$ cat src/rtl/result_uart_dumper.sv
// Dumps the dmem result area over an 8N1 UART as hex text lines once the core finishes.
// Optional RESULT_DUMP_HEADER_EN prepends an "N=xx\r\n" header line with the area count.
module result_uart_dumper #(
  parameter int CLKS_PER_BIT     = 868,
  parameter int RESULT_BASE_WORD = 256,
  parameter int MAX_AREAS        = 255
) (
  input  logic        clk,
  input  logic        reset,
  input  logic        finish,
  input  logic [31:0] mem_rd,
  output logic        mem_req,
  output logic [15:0] mem_addr,
  output logic        tx,
  output logic        busy,
  output logic        done,
  output logic [7:0]  areas
);

  typedef enum logic [2:0] {
    IDLE    = 3'd0,
    RD_CNT  = 3'd1,
    RD_WORD = 3'd2,
    LOAD    = 3'd3,
    TX_BYTE = 3'd4,
    DONE    = 3'd5
  } state_t;

  localparam int          CW       = (CLKS_PER_BIT > 1) ? $clog2(CLKS_PER_BIT) : 1;
  localparam logic [CW-1:0] BIT_LAST = CW'(CLKS_PER_BIT - 1);
  localparam logic [7:0]  MAX_A    = (MAX_AREAS > 255) ? 8'hFF : 8'(MAX_AREAS);
  localparam logic [15:0] BASE     = 16'(RESULT_BASE_WORD);

  state_t        state_q, state_d;
  logic          finish_q, finish_d;
  logic [7:0]    areas_q, areas_d;
  logic [7:0]    idx_q, idx_d;
  logic [31:0]   word_q, word_d;
  logic [3:0]    char_q, char_d;
  logic [7:0]    shift_q, shift_d;
  logic [3:0]    bit_idx_q, bit_idx_d;
  logic [CW-1:0] bit_cnt_q, bit_cnt_d;
  logic          tx_q, tx_d;
`ifdef RESULT_DUMP_HEADER_EN
  logic          hdr_q, hdr_d;
`endif

  logic [3:0] nib;
  logic [7:0] cur_char;

  function automatic logic [7:0] hex_ascii(input logic [3:0] n);
    return (n < 4'd10) ? (8'h30 + {4'h0, n}) : (8'h37 + {4'h0, n});
  endfunction

  // Nibble c of the latched word, most significant first.
  assign nib = 4'(word_q >> (5'd28 - {char_q[2:0], 2'b00}));

  always_comb begin
    cur_char = 8'h0A;
    if (char_q < 4'd8)       cur_char = hex_ascii(nib);
    else if (char_q == 4'd8) cur_char = 8'h0D;
`ifdef RESULT_DUMP_HEADER_EN
    if (hdr_q) begin
      case (char_q)
        4'd0:    cur_char = 8'h4E;
        4'd1:    cur_char = 8'h3D;
        4'd2:    cur_char = hex_ascii(areas_q[7:4]);
        4'd3:    cur_char = hex_ascii(areas_q[3:0]);
        4'd4:    cur_char = 8'h0D;
        default: cur_char = 8'h0A;
      endcase
    end
`endif
  end

  always_comb begin
    state_d   = state_q;
    finish_d  = finish;
    areas_d   = areas_q;
    idx_d     = idx_q;
    word_d    = word_q;
    char_d    = char_q;
    shift_d   = shift_q;
    bit_idx_d = bit_idx_q;
    bit_cnt_d = bit_cnt_q;
    tx_d      = tx_q;
`ifdef RESULT_DUMP_HEADER_EN
    hdr_d     = hdr_q;
`endif
    mem_req   = 1'b0;
    mem_addr  = 16'h0000;

    case (state_q)
      IDLE: begin
        if (finish_q) state_d = RD_CNT;
      end
      RD_CNT: begin
        mem_req = 1'b1;
        areas_d = (mem_rd[31:24] > MAX_A) ? MAX_A : mem_rd[31:24];
        idx_d   = 8'd0;
        char_d  = 4'd0;
`ifdef RESULT_DUMP_HEADER_EN
        // Prefetch word 0 even with no areas; keeps first start bit timing identical.
        hdr_d   = 1'b1;
        state_d = RD_WORD;
`else
        state_d = (areas_d == 8'd0) ? DONE : RD_WORD;
`endif
      end
      RD_WORD: begin
        mem_req  = 1'b1;
        mem_addr = BASE + {8'h00, idx_q};
        word_d   = mem_rd;
        char_d   = 4'd0;
        state_d  = LOAD;
      end
      LOAD: begin
        shift_d   = cur_char;
        tx_d      = 1'b0;
        bit_idx_d = 4'd0;
        bit_cnt_d = '0;
        state_d   = TX_BYTE;
      end
      TX_BYTE: begin
        if (bit_cnt_q == BIT_LAST) begin
          bit_cnt_d = '0;
          if (bit_idx_q == 4'd9) begin
            tx_d = 1'b1;
`ifdef RESULT_DUMP_HEADER_EN
            if (hdr_q) begin
              if (char_q < 4'd5) begin
                char_d  = char_q + 4'd1;
                state_d = LOAD;
              end else begin
                hdr_d   = 1'b0;
                char_d  = 4'd0;
                state_d = (areas_q == 8'd0) ? DONE : LOAD;
              end
            end else
`endif
            if (char_q < 4'd9) begin
              char_d  = char_q + 4'd1;
              state_d = LOAD;
            end else if (({1'b0, idx_q} + 9'd1) < {1'b0, areas_q}) begin
              idx_d   = idx_q + 8'd1;
              state_d = RD_WORD;
            end else begin
              state_d = DONE;
            end
          end else begin
            // Shifting in ones means the stop bit falls out after the 8th data bit.
            bit_idx_d = bit_idx_q + 4'd1;
            tx_d      = shift_q[0];
            shift_d   = {1'b1, shift_q[7:1]};
          end
        end else begin
          bit_cnt_d = bit_cnt_q + 1'b1;
        end
      end
      DONE: begin
        tx_d = 1'b1;
      end
      default: state_d = IDLE;
    endcase
  end

  always_ff @(posedge clk) begin
    if (reset) begin
      state_q   <= IDLE;
      finish_q  <= 1'b0;
      areas_q   <= 8'd0;
      idx_q     <= 8'd0;
      word_q    <= 32'd0;
      char_q    <= 4'd0;
      shift_q   <= 8'd0;
      bit_idx_q <= 4'd0;
      bit_cnt_q <= '0;
      tx_q      <= 1'b1;
`ifdef RESULT_DUMP_HEADER_EN
      hdr_q     <= 1'b0;
`endif
    end else begin
      state_q   <= state_d;
      finish_q  <= finish_d;
      areas_q   <= areas_d;
      idx_q     <= idx_d;
      word_q    <= word_d;
      char_q    <= char_d;
      shift_q   <= shift_d;
      bit_idx_q <= bit_idx_d;
      bit_cnt_q <= bit_cnt_d;
      tx_q      <= tx_d;
`ifdef RESULT_DUMP_HEADER_EN
      hdr_q     <= hdr_d;
`endif
    end
  end

  assign tx    = tx_q;
  assign busy  = (state_q != IDLE) && (state_q != DONE);
  assign done  = (state_q == DONE);
  assign areas = areas_q;

endmodule
$ cat config.mk
export PLATFORM = sky130hd
export DESIGN_NAME = result_uart_dumper
export DESIGN_NICKNAME = d
export VERILOG_FILES = /design/src/rtl/result_uart_dumper.sv
export SDC_FILE = /design/constraint.sdc
export NUM_CORES = 1
export LEC_CHECK = 0
export ABC_AREA = 1
export CORE_UTILIZATION = 55
export CTS_CLUSTER_DIAMETER = 30
export DETAILED_ROUTE_END_ITERATION = 6
export MAX_ROUTING_LAYER = met4
export PLACE_DENSITY = 0.84
export SYNTH_ARGS = -nofsm -noshare
export SYNTH_HDL_FRONTEND = slang
export SYNTH_SLANG_ARGS = --single-unit
$ cat constraint.sdc
create_clock -name clk -period 3.3 [get_ports clk]
set_clock_uncertainty 0.05 [all_clocks]
set_input_delay 0.66 -clock clk [delete_from_list [all_inputs] [get_ports clk]]
set_output_delay 0.66 -clock clk [all_outputs]
set_load 0.01 [all_outputs]
==> out/qor.csv <==
metric;value;unit
CTS root buffer;clkbuf_8;
startpoint types;flip-flop;
clock sink count;79;
status;finished clean;
Seq pwr share;49.4;%
Ant. Diodes;0;
overall global routing resource usage;26.30;%
Sw Share;30.87;%
EDFF count, synth;0;
Worst R2R Start;idx_q[0]$_SDFFE_PP0P_;
Final Power;2.094;mW
vias in the first global route;3829;
MaxCap Viol Count;0;
Slew Limit Headroom;65.02;%
Crit path arrival time;2170;ps
Total Neg Setup Slack;0;ps
first-pass GRT wire length;17.04;mm
pwr dens;419.9;nW/µm²
RSZ-0062 raised after global routing;false;
Crit path largest cell delay;570;ps
worst path bufs/invs;3;
Crit Path Class;flip-flop to primary output;
Synth Register Bits;79;
drt wl/cell;12.68;µm
Hold-fix buffers, CTS;0;
crit path cell chain;inv_1 -> nor3_4 -> inv_1 -> nand2_1 -> clkdlybuf4s50_1;
Setup crit end;mem_req;
drt via density;5.255;
starting density of the core;57.76;%
Post-CTS Resized;0;
Worst-Skew Late Latency;350;ps
synthesized area per cell;6.714;µm²
Port Buffers;55;
H-tree levels;3;
Seq/Total Area, Yosys;37.15;%
initial DRC count;267;
die area;8095;µm²
reg-to-reg setup timing slack;510;ps
Worst Setup SP;state_q[0]$_SDFFE_PP0P_;
DIE HEIGHT;89.97;µm
Boundary Pins;63;
row cnt;31;
Final HPWL DP;7.311;mm
DRT Pass-1 Iters;5;
crit-path leading delay family;buffers and inverters;
Stages on worst setup path;5;
min cycle time layout;2878;ps
combinational power share;19.4;%
Hold Crit Depth;2;
Final ANT Viol Nets;0;
Max rail drop VDD;0.0002230;V
CTS tree;built;
min-delay worst type;flip-flop to flip-flop;
grt total ovfl;0;
clock buffer depth;2;
total internal power;1.447;mW
Critical Path RT;2590;ps
Clk pwr share;31.3;%
Die Wd;89.97;µm
Layout Nets;728;
Routed Wire Length;9.932;mm
ys async rst share;0;%
main flop type after synthesis;dfxtp_1;
Max Slew Vio Count;0;
maximum fanout along the worst path;17;
initial antenna violation count;0;
crit path capture type;primary output;
Distinct cells, synth;45;
Final GP Congestion;0.8991;
via count;4115;
Syn-to-layout area delta;17.14;%
FILL cells;647;
fin crit share;87.20;%
DRC Markers;0;
Setup violations, final;0;
CP most frequent cell;inv_1;
Hold Violations, Final;0;
Slew @ Worst Pin;519.8;ps
total CTS buffers;9;
Synth warnings;0;
leakage power;1.947;nW
r2r worst-path depth;20;
share of layout cells above drive strength 1;6.140;%
R2R Path End;idx_q[7]$_SDFFE_PP0P_;
hold slack;408.7;ps
setup bufs post-CTS;0;
largest net degree at the start of global routing;41;
Max Fclk;347.5;MHz
Post-Synthesis Cells;634;
core area;7370;µm²
Reg clk slew, reported paths;80;ps
Sw Pwr;646.2;µW
critical path's slowest cell;clkdlybuf4s50_1;
Syn Std Cell Area;4257;µm²
worst min-delay path by stage:
stage,from,end
final,word_q[10]$_SDFFE_PP0P_,word_q[10]$_SDFFE_PP0P_
after global routing,word_q[16]$_SDFFE_PP0P_,word_q[16]$_SDFFE_PP0P_
after CTS,word_q[10]$_SDFFE_PP0P_,word_q[10]$_SDFFE_PP0P_
after detailed placement,word_q[10]$_SDFFE_PP0P_,word_q[10]$_SDFFE_PP0P_
after global placement,word_q[25]$_SDFFE_PP0P_,word_q[25]$_SDFFE_PP0P_
after floorplan,word_q[31]$_SDFFE_PP0P_,word_q[31]$_SDFFE_PP0P_
registers in the layout, indices dropped and copies added (netlist names):
register and cells:
bit_idx_q 4, word_q 32, finish_q 1, tx 1, shift_q 8, char_q 4
idx_q 8, state_q 3, bit_cnt_q 10, areas 8
placed cells by master (no fill, tap or decap), types with 5 or more instances in the layout:
| cell | instances |
|---|---|
| a21oi_1 | 44 |
| buf_4 | 5 |
| o21ai_0 | 72 |
| dfxtp_1 | 79 |
| clkdlybuf4s50_1 | 55 |
| clkbuf_8 | 9 |
| nand2_1 | 97 |
| ha_1 | 14 |
| conb_1 | 7 |
| o211ai_1 | 5 |
| nor2_1 | 143 |
| nand3_1 | 26 |
| inv_1 | 69 |
cells in the mapped netlist, types with 2 or more instances:
cell	n	area share (%)
o21a_1	3	0.53
nor3_1	3	0.35
o21ai_1	2	0.24
a21o_1	2	0.35
and3_1	2	0.29
nor2_1	143	13
inv_1	69	6.1
buf_4	10	1.8
o211ai_1	5	0.88
nand3_1	26	3.1
nand2_2	4	0.59
xor2_1	2	0.41
clkbuf_1	15	1.3
a31oi_1	2	0.29
nand4_1	4	0.59
or2_2	3	0.44
buf_2	4	0.47
o21ai_0	72	8.5
ha_1	14	4.1
nand3_2	2	0.47
nor2_4	2	0.53
a21oi_1	44	5.2
dfxtp_1	79	37
nor3_4	2	0.76
nand2_1	97	8.6
a211oi_1	3	0.53
inv_2	2	0.18
per-layer routing:
layer  track usage [%]  up-vias  part of all wire (%)
met2             43.91      130                    49
li1                  -     2112                     -
met5                 -        -                     0
met3             3.723       12                   5.2
met1             32.89     1861                    44
met4             8.602        0                   1.4
cells by family after synthesis:
logic type	share of synthesized area, %
xor+xnor	0.6174
flops	37.15
simple gates	29.04
compound gates	18.05
buf+inv	10.93
other cells	0.08810
fa+ha+maj	4.115
per-stage QoR:
stage	std cells	utilization, %	area, µm²	setup slack, ps
after floorplan	640	-	4279	852.4
after global placement	767	65.20	4805	705.1
after detailed placement	767	65.20	4805	543.4
after CTS	783	67.66	4986	415.8
after global routing	783	67.66	4986	177.7
final	783	67.66	4986	422.5
tightest hold or removal path: cells and delay by family, from the launching register on:
kind                   cells  cell delay [ps]
flip-flops                 1              310
AO/OA/AOI/OAI              1               50
buffers and inverters      1               60
final cells by class:
| type | count | area [µm²] | area share, % |
|---|---|---|---|
| multi-input combinational | 456 | 2232 | 44.77 |
| sequential | 79 | 1582 | 31.72 |
| timing repair buffer | 60 | 588.1 | 11.79 |
| inverter | 73 | 279.0 | 5.596 |
| clock buffer | 9 | 123.9 | 2.484 |
| tap | 99 | 123.9 | 2.484 |
| clock inverter | 7 | 57.56 | 1.154 |
power by group through the flow:
stage,sequential [mW],combinational [mW],clock [mW]
floorplan,1.05,0.265,0
global route,1.04,0.459,0.715
finish,1.03,0.405,0.655
detailed placement,1.06,0.400,0
CTS,1.03,0.403,0.664
global placement,1.05,0.384,0
Note: power is estimated with default switching activity, not from simulation.
